==> config.mk <==
export PLATFORM = sky130hd
export DESIGN_NAME = dot_row_col_fetch
export DESIGN_NICKNAME = d
export VERILOG_FILES = /design/src/rtl/dot_fetch_pkg.sv /design/src/rtl/dot_mac.sv /design/src/rtl/dot_row_col_fetch.sv
export SDC_FILE = /design/constraint.sdc
export NUM_CORES = 1
export LEC_CHECK = 0
export CAP_MARGIN = 20
export CORE_MARGIN = 2
export CORE_UTILIZATION = 56
export DETAILED_ROUTE_END_ITERATION = 8
export PLACE_DENSITY_LB_ADDON = 0.08
export SLEW_MARGIN = 20
export SYNTH_ARGS = -nofsm -noshare
export SYNTH_HDL_FRONTEND = slang
export SYNTH_SLANG_ARGS = --single-unit
==> constraint.sdc <==
create_clock -name clk -period 13.05 [get_ports clk]
set_clock_uncertainty 0.1 [all_clocks]
set_input_delay 1.9575 -clock clk [delete_from_list [all_inputs] [get_ports clk]]
set_output_delay 1.9575 -clock clk [all_outputs]
set_load 0.01 [all_outputs]
==> src/rtl/dot_fetch_pkg.sv <==
// ---------------------------------------------------------------------------
// dot_fetch_pkg
// Shared definitions for the dot-product fetch engine (dot_row_col_fetch).
//   - state_t      : FSM state encoding (3 bits)
//   - accWidthOk() : constant function; true when the accumulator is wide
//                    enough to hold len full-width products without overflow
// ---------------------------------------------------------------------------
package dot_fetch_pkg;

    // FSM states of the fetch / multiply-accumulate sequencer.
    typedef enum logic [2:0] {
        IDLE   = 3'd0,
        REQ_A  = 3'd1,
        WAIT_A = 3'd2,
        REQ_B  = 3'd3,
        WAIT_B = 3'd4,
        MAC    = 3'd5,
        DONE   = 3'd6
    } state_t;

    // Each product needs 2*dataWidth bits and up to 2**lenWidth-1 of them are
    // summed, so lenWidth extra bits guarantee the sum never overflows.
    function automatic bit accWidthOk(input int accWidth,
                                      input int dataWidth,
                                      input int lenWidth);
        return accWidth >= (2 * dataWidth + lenWidth);
    endfunction

endpackage

==> src/rtl/dot_mac.sv <==
// ---------------------------------------------------------------------------
// dot_mac
// Accumulator register plus unsigned multiplier for the dot-product engine.
// Ports:
//   clk   in   rising-edge clock
//   rst   in   synchronous active-high reset, clears the accumulator
//   clr   in   clears the accumulator (start of a new dot product)
//   en    in   adds op_a*op_b to the accumulator this cycle
//   op_a  in   DATA_WIDTH unsigned operand
//   op_b  in   DATA_WIDTH unsigned operand
//   acc   out  ACC_WIDTH running sum
// ---------------------------------------------------------------------------
module dot_mac #(
    parameter int DATA_WIDTH = 8,
    parameter int ACC_WIDTH  = 24
) (
    input  logic                  clk,
    input  logic                  rst,
    input  logic                  clr,
    input  logic                  en,
    input  logic [DATA_WIDTH-1:0] op_a,
    input  logic [DATA_WIDTH-1:0] op_b,
    output logic [ACC_WIDTH-1:0]  acc
);

    logic [2*DATA_WIDTH-1:0] w_product;
    logic [ACC_WIDTH-1:0]    r_acc;

    // The full double-width product is kept and then zero-extended, so no
    // operand bits are ever lost before accumulation.
    assign w_product = op_a * op_b;

    // Accumulator: clear has priority over accumulate so that a start that
    // coincides with a stray enable still begins from zero.
    always_ff @(posedge clk) begin
        if (rst) begin
            r_acc <= '0;
        end else if (clr) begin
            r_acc <= '0;
        end else if (en) begin
            r_acc <= r_acc + ACC_WIDTH'(w_product);
        end
    end

    assign acc = r_acc;

endmodule

==> src/rtl/dot_row_col_fetch.sv <==
// ---------------------------------------------------------------------------
// dot_row_col_fetch
// Dot-product engine sitting downstream of the latency memory. On each start
// it fetches len strided A elements and len strided B elements (A before B,
// one request outstanding), multiply-accumulates the pairs and presents one
// result word.
// Ports:
//   clk, rst            clock, synchronous active-high reset
//   start               one-cycle request, only honoured in IDLE
//   a_base, a_stride    A element 0 address and per-element increment
//   b_base, b_stride    B element 0 address and per-element increment
//   len                 number of element pairs (0 allowed)
//   mem_init, mem_addr  read request pulse and address to memory
//   mem_busy, mem_data  memory busy flag and read data
//   busy                high while a dot product is in progress
//   done                one-cycle completion pulse
//   result              dot product, held until the next accepted start
// ---------------------------------------------------------------------------
module dot_row_col_fetch
    import dot_fetch_pkg::*;
#(
    parameter int ADDR_WIDTH = 8,
    parameter int DATA_WIDTH = 8,
    parameter int LEN_WIDTH  = 4,
    parameter int ACC_WIDTH  = 24
) (
    input  logic                  clk,
    input  logic                  rst,
    input  logic                  start,
    input  logic [ADDR_WIDTH-1:0] a_base,
    input  logic [ADDR_WIDTH-1:0] a_stride,
    input  logic [ADDR_WIDTH-1:0] b_base,
    input  logic [ADDR_WIDTH-1:0] b_stride,
    input  logic [LEN_WIDTH-1:0]  len,
    output logic                  mem_init,
    output logic [ADDR_WIDTH-1:0] mem_addr,
    input  logic                  mem_busy,
    input  logic [DATA_WIDTH-1:0] mem_data,
    output logic                  busy,
    output logic                  done,
    output logic [ACC_WIDTH-1:0]  result
);

    if (!accWidthOk(ACC_WIDTH, DATA_WIDTH, LEN_WIDTH)) begin : gAccWidthCheck
        $error("dot_row_col_fetch: ACC_WIDTH must be >= 2*DATA_WIDTH+LEN_WIDTH");
    end

    state_t                r_state;
    state_t                w_stateNext;
    logic [ADDR_WIDTH-1:0] r_aPtr;
    logic [ADDR_WIDTH-1:0] r_bPtr;
    logic [ADDR_WIDTH-1:0] r_aStride;
    logic [ADDR_WIDTH-1:0] r_bStride;
    logic [LEN_WIDTH-1:0]  r_len;
    logic [LEN_WIDTH-1:0]  r_idx;
    logic [DATA_WIDTH-1:0] r_opA;
    logic [DATA_WIDTH-1:0] r_opB;
    logic                  r_waitFirst;
    logic [ACC_WIDTH-1:0]  r_result;
    logic [ACC_WIDTH-1:0]  w_acc;
    logic                  w_accClr;
    logic                  w_accEn;
    logic                  w_lastPair;
    logic                  w_dataReady;

    // The index is widened by one bit before the compare so idx+1 can never
    // wrap back onto a small len.
    assign w_lastPair = (({1'b0, r_idx} + 1'b1) == {1'b0, r_len});

    // Memory asserts busy from a registered path, so the first wait cycle may
    // still show busy low from before the request; it is always skipped.
    assign w_dataReady = !r_waitFirst && !mem_busy;

    // State register.
    always_ff @(posedge clk) begin
        if (rst) begin
            r_state <= IDLE;
        end else begin
            r_state <= w_stateNext;
        end
    end

    // Next-state logic plus the accumulator controls. A start with len==0
    // skips every fetch and goes straight to DONE with a cleared accumulator.
    always_comb begin
        w_stateNext = r_state;
        w_accClr    = 1'b0;
        w_accEn     = 1'b0;
        case (r_state)
            IDLE: begin
                if (start) begin
                    w_accClr    = 1'b1;
                    w_stateNext = (len == '0) ? DONE : REQ_A;
                end
            end
            REQ_A:  w_stateNext = WAIT_A;
            WAIT_A: begin
                if (w_dataReady) begin
                    w_stateNext = REQ_B;
                end
            end
            REQ_B:  w_stateNext = WAIT_B;
            WAIT_B: begin
                if (w_dataReady) begin
                    w_stateNext = MAC;
                end
            end
            MAC: begin
                w_accEn     = 1'b1;
                w_stateNext = w_lastPair ? DONE : REQ_A;
            end
            DONE:    w_stateNext = IDLE;
            default: w_stateNext = IDLE;
        endcase
    end

    // Datapath registers: operand capture, pointer/index stepping and the
    // result latch. Inputs are copied at start so the requester is free to
    // change them afterwards. Pointers wrap naturally at ADDR_WIDTH bits.
    always_ff @(posedge clk) begin
        if (rst) begin
            r_aPtr      <= '0;
            r_bPtr      <= '0;
            r_aStride   <= '0;
            r_bStride   <= '0;
            r_len       <= '0;
            r_idx       <= '0;
            r_opA       <= '0;
            r_opB       <= '0;
            r_waitFirst <= 1'b0;
            r_result    <= '0;
        end else begin
            case (r_state)
                IDLE: begin
                    if (start) begin
                        r_aPtr    <= a_base;
                        r_bPtr    <= b_base;
                        r_aStride <= a_stride;
                        r_bStride <= b_stride;
                        r_len     <= len;
                        r_idx     <= '0;
                    end
                end
                REQ_A, REQ_B: begin
                    r_waitFirst <= 1'b1;
                end
                WAIT_A: begin
                    r_waitFirst <= 1'b0;
                    if (w_dataReady) begin
                        r_opA <= mem_data;
                    end
                end
                WAIT_B: begin
                    r_waitFirst <= 1'b0;
                    if (w_dataReady) begin
                        r_opB <= mem_data;
                    end
                end
                MAC: begin
                    r_aPtr <= r_aPtr + r_aStride;
                    r_bPtr <= r_bPtr + r_bStride;
                    r_idx  <= r_idx + 1'b1;
                end
                DONE: begin
                    r_result <= w_acc;
                end
                default: begin
                    r_waitFirst <= 1'b0;
                end
            endcase
        end
    end

    dot_mac #(
        .DATA_WIDTH (DATA_WIDTH),
        .ACC_WIDTH  (ACC_WIDTH)
    ) u_mac (
        .clk  (clk),
        .rst  (rst),
        .clr  (w_accClr),
        .en   (w_accEn),
        .op_a (r_opA),
        .op_b (r_opB),
        .acc  (w_acc)
    );

    // Outputs. The address follows whichever operand is being fetched and is
    // stable for the whole request because pointers only move in MAC. In
    // DONE the accumulator already holds the final sum, so it is forwarded
    // directly; from then on the latched copy keeps the value.
    assign mem_init = (r_state == REQ_A) || (r_state == REQ_B);
    assign mem_addr = ((r_state == REQ_B) || (r_state == WAIT_B)) ? r_bPtr : r_aPtr;
    assign busy     = (r_state != IDLE) && (r_state != DONE);
    assign done     = (r_state == DONE);
    assign result   = (r_state == DONE) ? w_acc : r_result;

endmodule
# Word level (Yosys, flattened, before mapping)
# Cells that the tools add are included.
# Widths: inputs -> output; s select.
[totals]
regBits = 108
in_bits = 48
out_inout_bits = 35
elab_cells = 65
[classes]
add_sub_neg = 5
n_mul = 1
n_eq_ne = 11
muxes = 18
n_reduce_logical = 18
[ops]
columns = ["operator", "count"]
rows = [
  ["$pmux 8 s2", 2],
  ["$add 24x16->24", 1],
  ["$mux 24", 1],
  ["$mux 8", 3],
  ["$pmux 3 s6", 1],
  ["$add 8x8->8", 2],
  ["$mul 8x8->16", 1],
  ["$mux 3", 5],
  ["$eq 3x3->1 const B", 3],
  ["$pmux 4 s2", 1],
  ["$reduce_and 2->1", 4],
  ["$eq 3x2->1 const B", 2],
  ["$ne 2x2->1 const B", 3],
  ["$add 4x1->5 const B", 1],
  ["$eq 5x4->1", 1],
  ["$add 4x1->4 const B", 1],
  ["$logic_not 4->1", 1],
  ["$mux 4", 1],
  ["$reduce_or 2->1", 2],
  ["$eq 3x1->1 const B", 1],
  ["$logic_not 3->1", 1],
  ["$mux 1", 3],
  ["$ne 3x3->1 const B", 1],
  ["$reduce_and 3->1", 1],
  ["7 further kinds", 10],
]

# Depth between registers and ports, before layout
# Gate-level depths: netlist (run 1).
[logic_depth]
ltp_word = 4
mapped_depth = 18
depth_no_buf = 17

# By module
# Synthesis (run 1) repeated with hierarchy kept, for this count alone.
[hier_totals]
cells_unflattened = 907
area_unflattened_um2 = 8081.5
[modules_own_cells]
columns = ["mod", "n_inst", "cells_each", "area_per_inst_um2"]
rows = [
  ["dot_row_col_fetch", 1, 466, 4367.9],
  ["dot_mac", 1, 441, 3713.6],
]

# Worst setup path after synthesis (run 1)
# OpenSTA, ideal clock, no wires.
[synth_timing]
kind = "register -> register"
from = "reg r_opA[4]"
to = "reg u_mac.r_acc[21] (netlist: u_mac.acc[21])"
arrival_time_ns = 4.246
setup_slack_ns = 8.630
path_stages_with_launch = 17
n_path_buf = 2
cell_sequence = "dfxtp_1 clkbuf_1 and2_1 fa_1 fa_1 fa_1 inv_1 fa_1 inv_1 ha_1 buf_4 nand2_1 o21ai_0 o211ai_1 and3_4 or4_1 o21ai_0"
[synth_via]
elab_chain_cells = 2
[synth_lines]
columns = ["element", "line_no", "source"]
rows = [
  ["start, declared", "dot_row_col_fetch.sv:56", "logic [DATA_WIDTH-1:0] r_opA;"],
  ["start signal, assigned", "dot_row_col_fetch.sv:150", "r_opA <= mem_data;"],
  ["$mul 8x8->16", "dot_mac.sv:31", "assign w_product = op_a * op_b;"],
  ["$add 24x16->24", "dot_mac.sv:41", "r_acc <= r_acc + ACC_WIDTH'(w_product);"],
  ["end signal, assigned", "dot_mac.sv:41", ""],
  ["end, declared", "dot_mac.sv:27", "logic [ACC_WIDTH-1:0] r_acc;"],
]
# No other way between the ends.
# A chain may end at the register's enable or synchronous reset.

# Worst setup path after layout (run 1)
[layout_timing]
from = "reg r_opA[1]"
to = "reg u_mac.r_acc[21] (netlist: u_mac.acc[21])"
# The elaborated chain is that of the path after synthesis.

==> results of run 1 <==
==> layout make-up <==
class | instances | area (um2) | share of cell area, %
clock inverter | 5 | 57.6 | 0.640
inverter | 109 | 409 | 4.55
clock buffer | 11 | 253 | 2.81
tap | 180 | 225 | 2.50
multi-input combinational | 681 | 5020 | 55.8
timing repair buffer | 89 | 868 | 9.65
sequential | 108 | 2160 | 24.0
==> final timing paths <==
kind	endpoint	from	slack (ns)
hold reg to reg	u_mac.acc[6]$_SDFFE_PP0P_	u_mac.acc[6]$_SDFFE_PP0P_	0.35
setup reg to reg	u_mac.acc[21]$_SDFFE_PP0P_	r_opA[1]$_SDFFE_PP0P_	8.25
setup / recovery	u_mac.acc[21]$_SDFFE_PP0P_	r_opA[1]$_SDFFE_PP0P_	8.25
hold / removal	u_mac.acc[6]$_SDFFE_PP0P_	u_mac.acc[6]$_SDFFE_PP0P_	0.35
==> report_power, final <==
part	internal, mW	switching (mW)	total [mW]
logic	0.0726	0.0810	0.154
clock network	0.160	0.130	0.290
registers	0.348	0.0211	0.369
==> registers in the layout (all words and copies together) (netlist names), 3 cells and up <==
register   flops
r_len          4
r_idx          4
r_opA          8
r_state        3
r_aPtr         8
r_result      24
r_bStride      8
r_aStride      8
r_bPtr         8
u_mac.acc     24
r_opB          8
==> cells by family (layout without fill, tap and decap cells) <==
family | count (synthesis) | in the layout
AND/OR/NAND/NOR | 352 | 352
AO/OA/AOI/OAI | 158 | 158
buffers and inverters | 152 | 214
adder cells (fa/ha/maj) | 108 | 108
flip-flops | 108 | 108
multiplexers | 43 | 43
XOR/XNOR | 20 | 20
==> metal layers <==
layer,share of wire (%),routed length (um)
met5,0,0
met3,4.0,668
met2,46,7680
met1,48,7930
met4,1.5,242
==> worst max-delay path, cell delays in order, from the launching register on <==
cell and delay (ns):
dfxtp_1 0.50, nand2_1 0.12, fa_1 0.51, fa_1 0.55, inv_1 0.05, fa_1 0.53, inv_1 0.05, fa_1 0.54
inv_1 0.04, ha_1 0.32, o21ai_0 0.12, a21oi_1 0.30, o211ai_1 0.23, and3_4 0.24, or4_1 0.45, o21ai_0 0.08
==> layout by cell type, fill, tap and decap left out, types with 3 or more instances in the layout <==
master,Yosys,routed
mux2i_1,23,23
nor2_1,59,59
a2111oi_0,4,4
or3_1,3,3
nand2b_1,5,5
nor2b_1,32,31
a21boi_0,5,5
xor2_1,5,5
nand3_1,13,13
inv_1,109,109
xnor2_1,15,15
nand4_1,4,4
dfxtp_1,108,108
mux2_2,20,20
nor3b_1,4,4
a211oi_1,9,9
clkdlybuf4s50_1,0,81
o21ai_0,36,36
o211ai_1,3,3
ha_1,56,56
and2_1,37,37
buf_4,3,7
a21o_1,4,4
or2_2,3,3
fa_1,52,52
a311oi_1,10,10
a31oi_1,7,7
a21oi_1,61,61
nor3_1,14,14
and3_1,4,4
nand2_1,155,155
clkbuf_16,0,9
o21a_1,5,5
==> results.cfg, run 1 <==
[grt]
grt_pass1_wl_um = 28600
grt.met3_usage_pct = 4.49
antenna_found_initial = 0
met2_usage_pct = 38.9
grt_max_degree = 93
grt.busiest_layer = met2
grt_pass1_vias = 6044
grtUsageTotal_pct = 24.1
met1_usage_pct = 33.3
overflow = 0

[setup_path]
crit_type = flop to flop
arrival_ns = 4.99
ff2ff_path_depth = 15
cp_data_required_time_ns = 13.24
crit_path_max_fanout = 9
crit_path_start_kind = flop
cp-end-kind = flop

[finish]
design_area_mm2 = 0.00900
areaGrowthSynthToFinish_pct = 15.7
nets = 1154
final_core_util_pct = 65.6
final_layout_size_suffix_gt1_share_pct = 5.78
final_cells = 1183
diodes = 0
n_fill_cell = 1211

[clock_tree]
clkSinkCount = 108
cts_setup_buffers = 0
ctsResizeCount = 0
cts_root_buf = clkbuf_16
cts_buffer_depth = 2
hold_buffers = 0
cts_made_buffers = 9
cts_tree = built
clkTransAtPathRegs_ns = 0.07
clk_latency_ns = 0.36
htreeDepth = 3

[synth]
yosysSeqAreaShare_pct = 27.8
syn_inst = 941
synthArstFlopShare_pct = 0
synth_top_family_by_area = adder cells
synth_fa_ha_area_share_pct = 22.4
synth_simple_gate_area_share_pct = 21.6
synth.top_cell.area_share_pct = 27.8
ys_warn_count = 0
synth_flop_cell = dfxtp_1
yosys-top-cells-count = nand2_1, inv_1, dfxtp_1
muxShareOfSynthArea_pct = 5.86
post-synth-top-count-cell = nand2_1
synth_edf_count = 0
synthTopCellsByArea = dfxtp_1, fa_1, ha_1
synth_xor_area_share_pct = 2.25
synth_cell_type_count = 57
synth_fp_nets = 1097
avgSynthCellArea_um2 = 8.27
synth_seq_cells = 108
syn_area_mm2 = 0.00778
yosys.area.top_type = dfxtp_1
synth_compound_area_share_pct = 12.5

[timing]
hold_viol = 0
rsz0062_at_grt = no
min_period_over_period_pct = 36.8
setup_viol = 0
drv_slew = 0
layout_setup_ws_ns = 8.25
fin_tns_setup_ns = 0
fmax_mhz = 208
layout_min_cycle_time_ns = 4.80
worst_pin_slew_ns = 0.953
maxSlewHeadroom_pct = 36.5
hold-worst-slack_ns = 0.353

[floorplan]
start_util_pct = 56.7
rows = 43
core-area_mm2 = 0.0137
die_w_um = 122
io_pins = 83
dieArea_mm2 = 0.0148
die_h_um = 122

[placed_design]
hpwl_um = 12200
port_buffers = 82
globalplace.congestion = 0.868
place_inst = 1166
dp_slack_ns = 8.28
placed_area_mm2 = 0.00868

[power_and_ir_drop]
p_leak_nw = 3.94
ir_worst_vdd_mv = 0.0734
powerDensity_mw_per_mm2 = 90.3
power_mw = 0.813

[detailed_routing]
drt-initial-drc-count = 338
vias = 6321
drc_errors = 0
drtAntennaViolNets = 0
routed_wl_um = 16500
first_pass_iters = 5
avgRoutedWirePerCell_um = 14.0
vias_per_cell = 5.34

[job]
maxCapViolCount = 0

[hold_path]
hp-class = flop to flop
hold_path_depth = 2

[outcome]
outcome = finished, final reports clean
Power figures use the tool's default switching activity.
==> run 2, diff against run 1 <==
--- a/config.mk
+++ b/config.mk
@@ -7,7 +7,7 @@
 export LEC_CHECK = 0
 export CAP_MARGIN = 20
 export CORE_MARGIN = 2
-export CORE_UTILIZATION = 56
+export CORE_UTILIZATION = 52
 export DETAILED_ROUTE_END_ITERATION = 8
 export PLACE_DENSITY_LB_ADDON = 0.08
 export SLEW_MARGIN = 20
==> constraint.sdc (replaced) <==
create_clock -name clk -period 4 [get_ports clk]
set_clock_uncertainty 0.1 [all_clocks]
set_input_delay 0.6 -clock clk [delete_from_list [all_inputs] [get_ports clk]]
set_output_delay 0.6 -clock clk [all_outputs]
set_load 0.01 [all_outputs]
==> run 2 against run 1 <==
  * The run now ends with negative setup slack left
  * Sequential cell count is the same
  * Via count grew 4.4%
  * Clock power grew to 3.2 times the previous value
  * Worst hold slack gained 0.0047 ns
  * Sequential power grew to 3.3 times the previous value
  * Global-route usage shrank 0.064 points
  * Highest routed layer unchanged
  * Critical endpoint unchanged
  * Count of clock-buffer cells in the layout is the same
==> results.cfg, run 2 (synthesized netlist as in run 1, its figures left out) <==
[setup_path]
slowest_delay_ns = 0.53
crit_path_max_fanout = 5
crit_buf_inv = 4
cp-end-kind = flop
slowest_stage = fa_2
path_cells = buf_4, and2_4, fa_1, fa_2, inv_1, fa_1, fa_1, inv_1, ha_4, a21oi_2, nor2_1, a211oi_2, buf_4, and3_4, or4_4, o21ai_2
worst_path_most_repeated_cell = fa_1
cp_data_required_time_ns = 4.19
arrival_ns = 4.48
cp_top_family = adder cells
crit_type = flop to flop
crit_path_start_kind = flop
ff2ff_setup_slack_ns = -0.29

[grt]
grt_pass1_vias = 6555
grt_pass1_wl_um = 31400
met2_usage_pct = 39.3
antenna_found_initial = 0
grt.busiest_layer = met2
overflow = 0
grt.met3_usage_pct = 5.40
grt_max_degree = 51
grtUsageTotal_pct = 24.1
met1_usage_pct = 32.0

[finish]
layout_common_cells = nand2_1, inv_1, dfxtp_1, clkdlybuf4s50_1, buf_4
final_layout_size_suffix_gt1_share_pct = 20.3
nets = 1216
final_cells = 1249
diodes = 0
areaGrowthSynthToFinish_pct = 28.2
mostFrequentLayoutCell = nand2_1

[timing]
hold_viol = 0
layout_setup_ws_ns = -0.287
min_period_over_period_pct = 107
rsz0062_at_grt = yes
setup_viol = 15
worst_pin_slew_ns = 0.924
maxSlewHeadroom_pct = 38.4
drv_slew = 0
layout_min_cycle_time_ns = 4.29
fmax_mhz = 233
hold-worst-slack_ns = 0.358

[placed_design]
place_inst = 1216
globalplace.congestion = 0.870
port_buffers = 82
hpwl_um = 13700

[power_and_ir_drop]
p_leak_nw = 4.34
powerDensity_mw_per_mm2 = 267
ir_worst_vdd_mv = 0.228

[clock_tree]
hold_buffers = 0
htreeDepth = 3
clkSinkCount = 108
cts_buffer_depth = 2
cts_root_buf = clkbuf_16
cts_made_buffers = 9
cts_tree = built
clkTransAtPathRegs_ns = 0.07
clk_latency_ns = 0.36

[floorplan]
die_w_um = 126
dieArea_mm2 = 0.0160
core-area_mm2 = 0.0146
rows = 44
start_util_pct = 53.3
die_h_um = 126
io_pins = 83

[detailed_routing]
drc_errors = 0
vias_per_cell = 5.28
avgRoutedWirePerCell_um = 14.9
drt-initial-drc-count = 220
routed_wl_um = 18600
vias = 6598
drtAntennaViolNets = 0
first_pass_iters = 5

[outcome]
violations = negative setup slack
outcome = finished, violations left

[job]
maxCapViolCount = 0

[hold_path]
hp-class = flop to flop
==> run 2: cell types whose count changed in the layout (fill, tap and decap cells not counted), sizes merged <==
| cell | delta |
|---|---|
| clkinv | -1 |
| inv | +1 |
| buf | +62 |
==> run 2: power by group <==
group          switching, mW  leakage [nW]  internal [mW]
Sequential            0.0702         0.888           1.13
Combinational          0.275          3.30          0.254
Clock                  0.424         0.150          0.506
==> run 2: what timing repair did <==
item	4_1_cts	5_1_grt
gates resized for setup	60	54
buffers inserted	13	4
setup endpoints to repair	17	17
pin swaps	29	39
==> run 2: tightest hold or removal path: stages, from the launching register on <==
cell	delay (ns)
dfxtp_1	0.31
nand3_1	0.06
o21ai_1	0.05
==> run 2: routing by layer <==
| layer | part of all wire [%] | routed length (um) |
|---|---|---|
| met1 | 46 | 8460 |
| met2 | 48 | 8820 |
| met3 | 5.0 | 919 |
| met4 | 1.9 | 357 |
| met5 | 0 | 0 |
==> run 2: through the flow <==
step | area [um2] | setup TNS, ns | worst slack [ns] | util, % | total power, mW
global placement | 9150 | -4.08 | -0.330 | 62.7 | 1.74
floorplan | 7930 | -0.117 | -0.0755 | - | 1.57
CTS | 9750 | -2.39 | -0.270 | 66.9 | 2.68
finish | 9970 | -2.09 | -0.287 | 68.4 | 2.66
detailed placement | 9150 | -4.53 | -0.373 | 62.7 | 1.75
global route | 9970 | -4.16 | -0.374 | 68.4 | 2.80
==> run 2: worst paths after layout <==
check | startpoint | cells after the start | to
worst max-delay path | r_opA[6]$_SDFFE_PP0P_ | 16 | u_mac.acc[21]$_SDFFE_PP0P_
worst min-delay path | u_mac.acc[9]$_SDFFE_PP0P_ | 2 | u_mac.acc[9]$_SDFFE_PP0P_
worst max register to register | r_opA[6]$_SDFFE_PP0P_ | 16 | u_mac.acc[21]$_SDFFE_PP0P_
worst min register to register | u_mac.acc[9]$_SDFFE_PP0P_ | 2 | u_mac.acc[9]$_SDFFE_PP0P_
==> run 2: final cells by class <==
class	count	area [um2]
multi-input cells	681	5430
fillers	1235	4620
flip-flops and latches	108	2220
repair buffers	151	1380
inverters	109	409
clock buffers	11	243
well taps	184	230
clock inverters	5	57.6
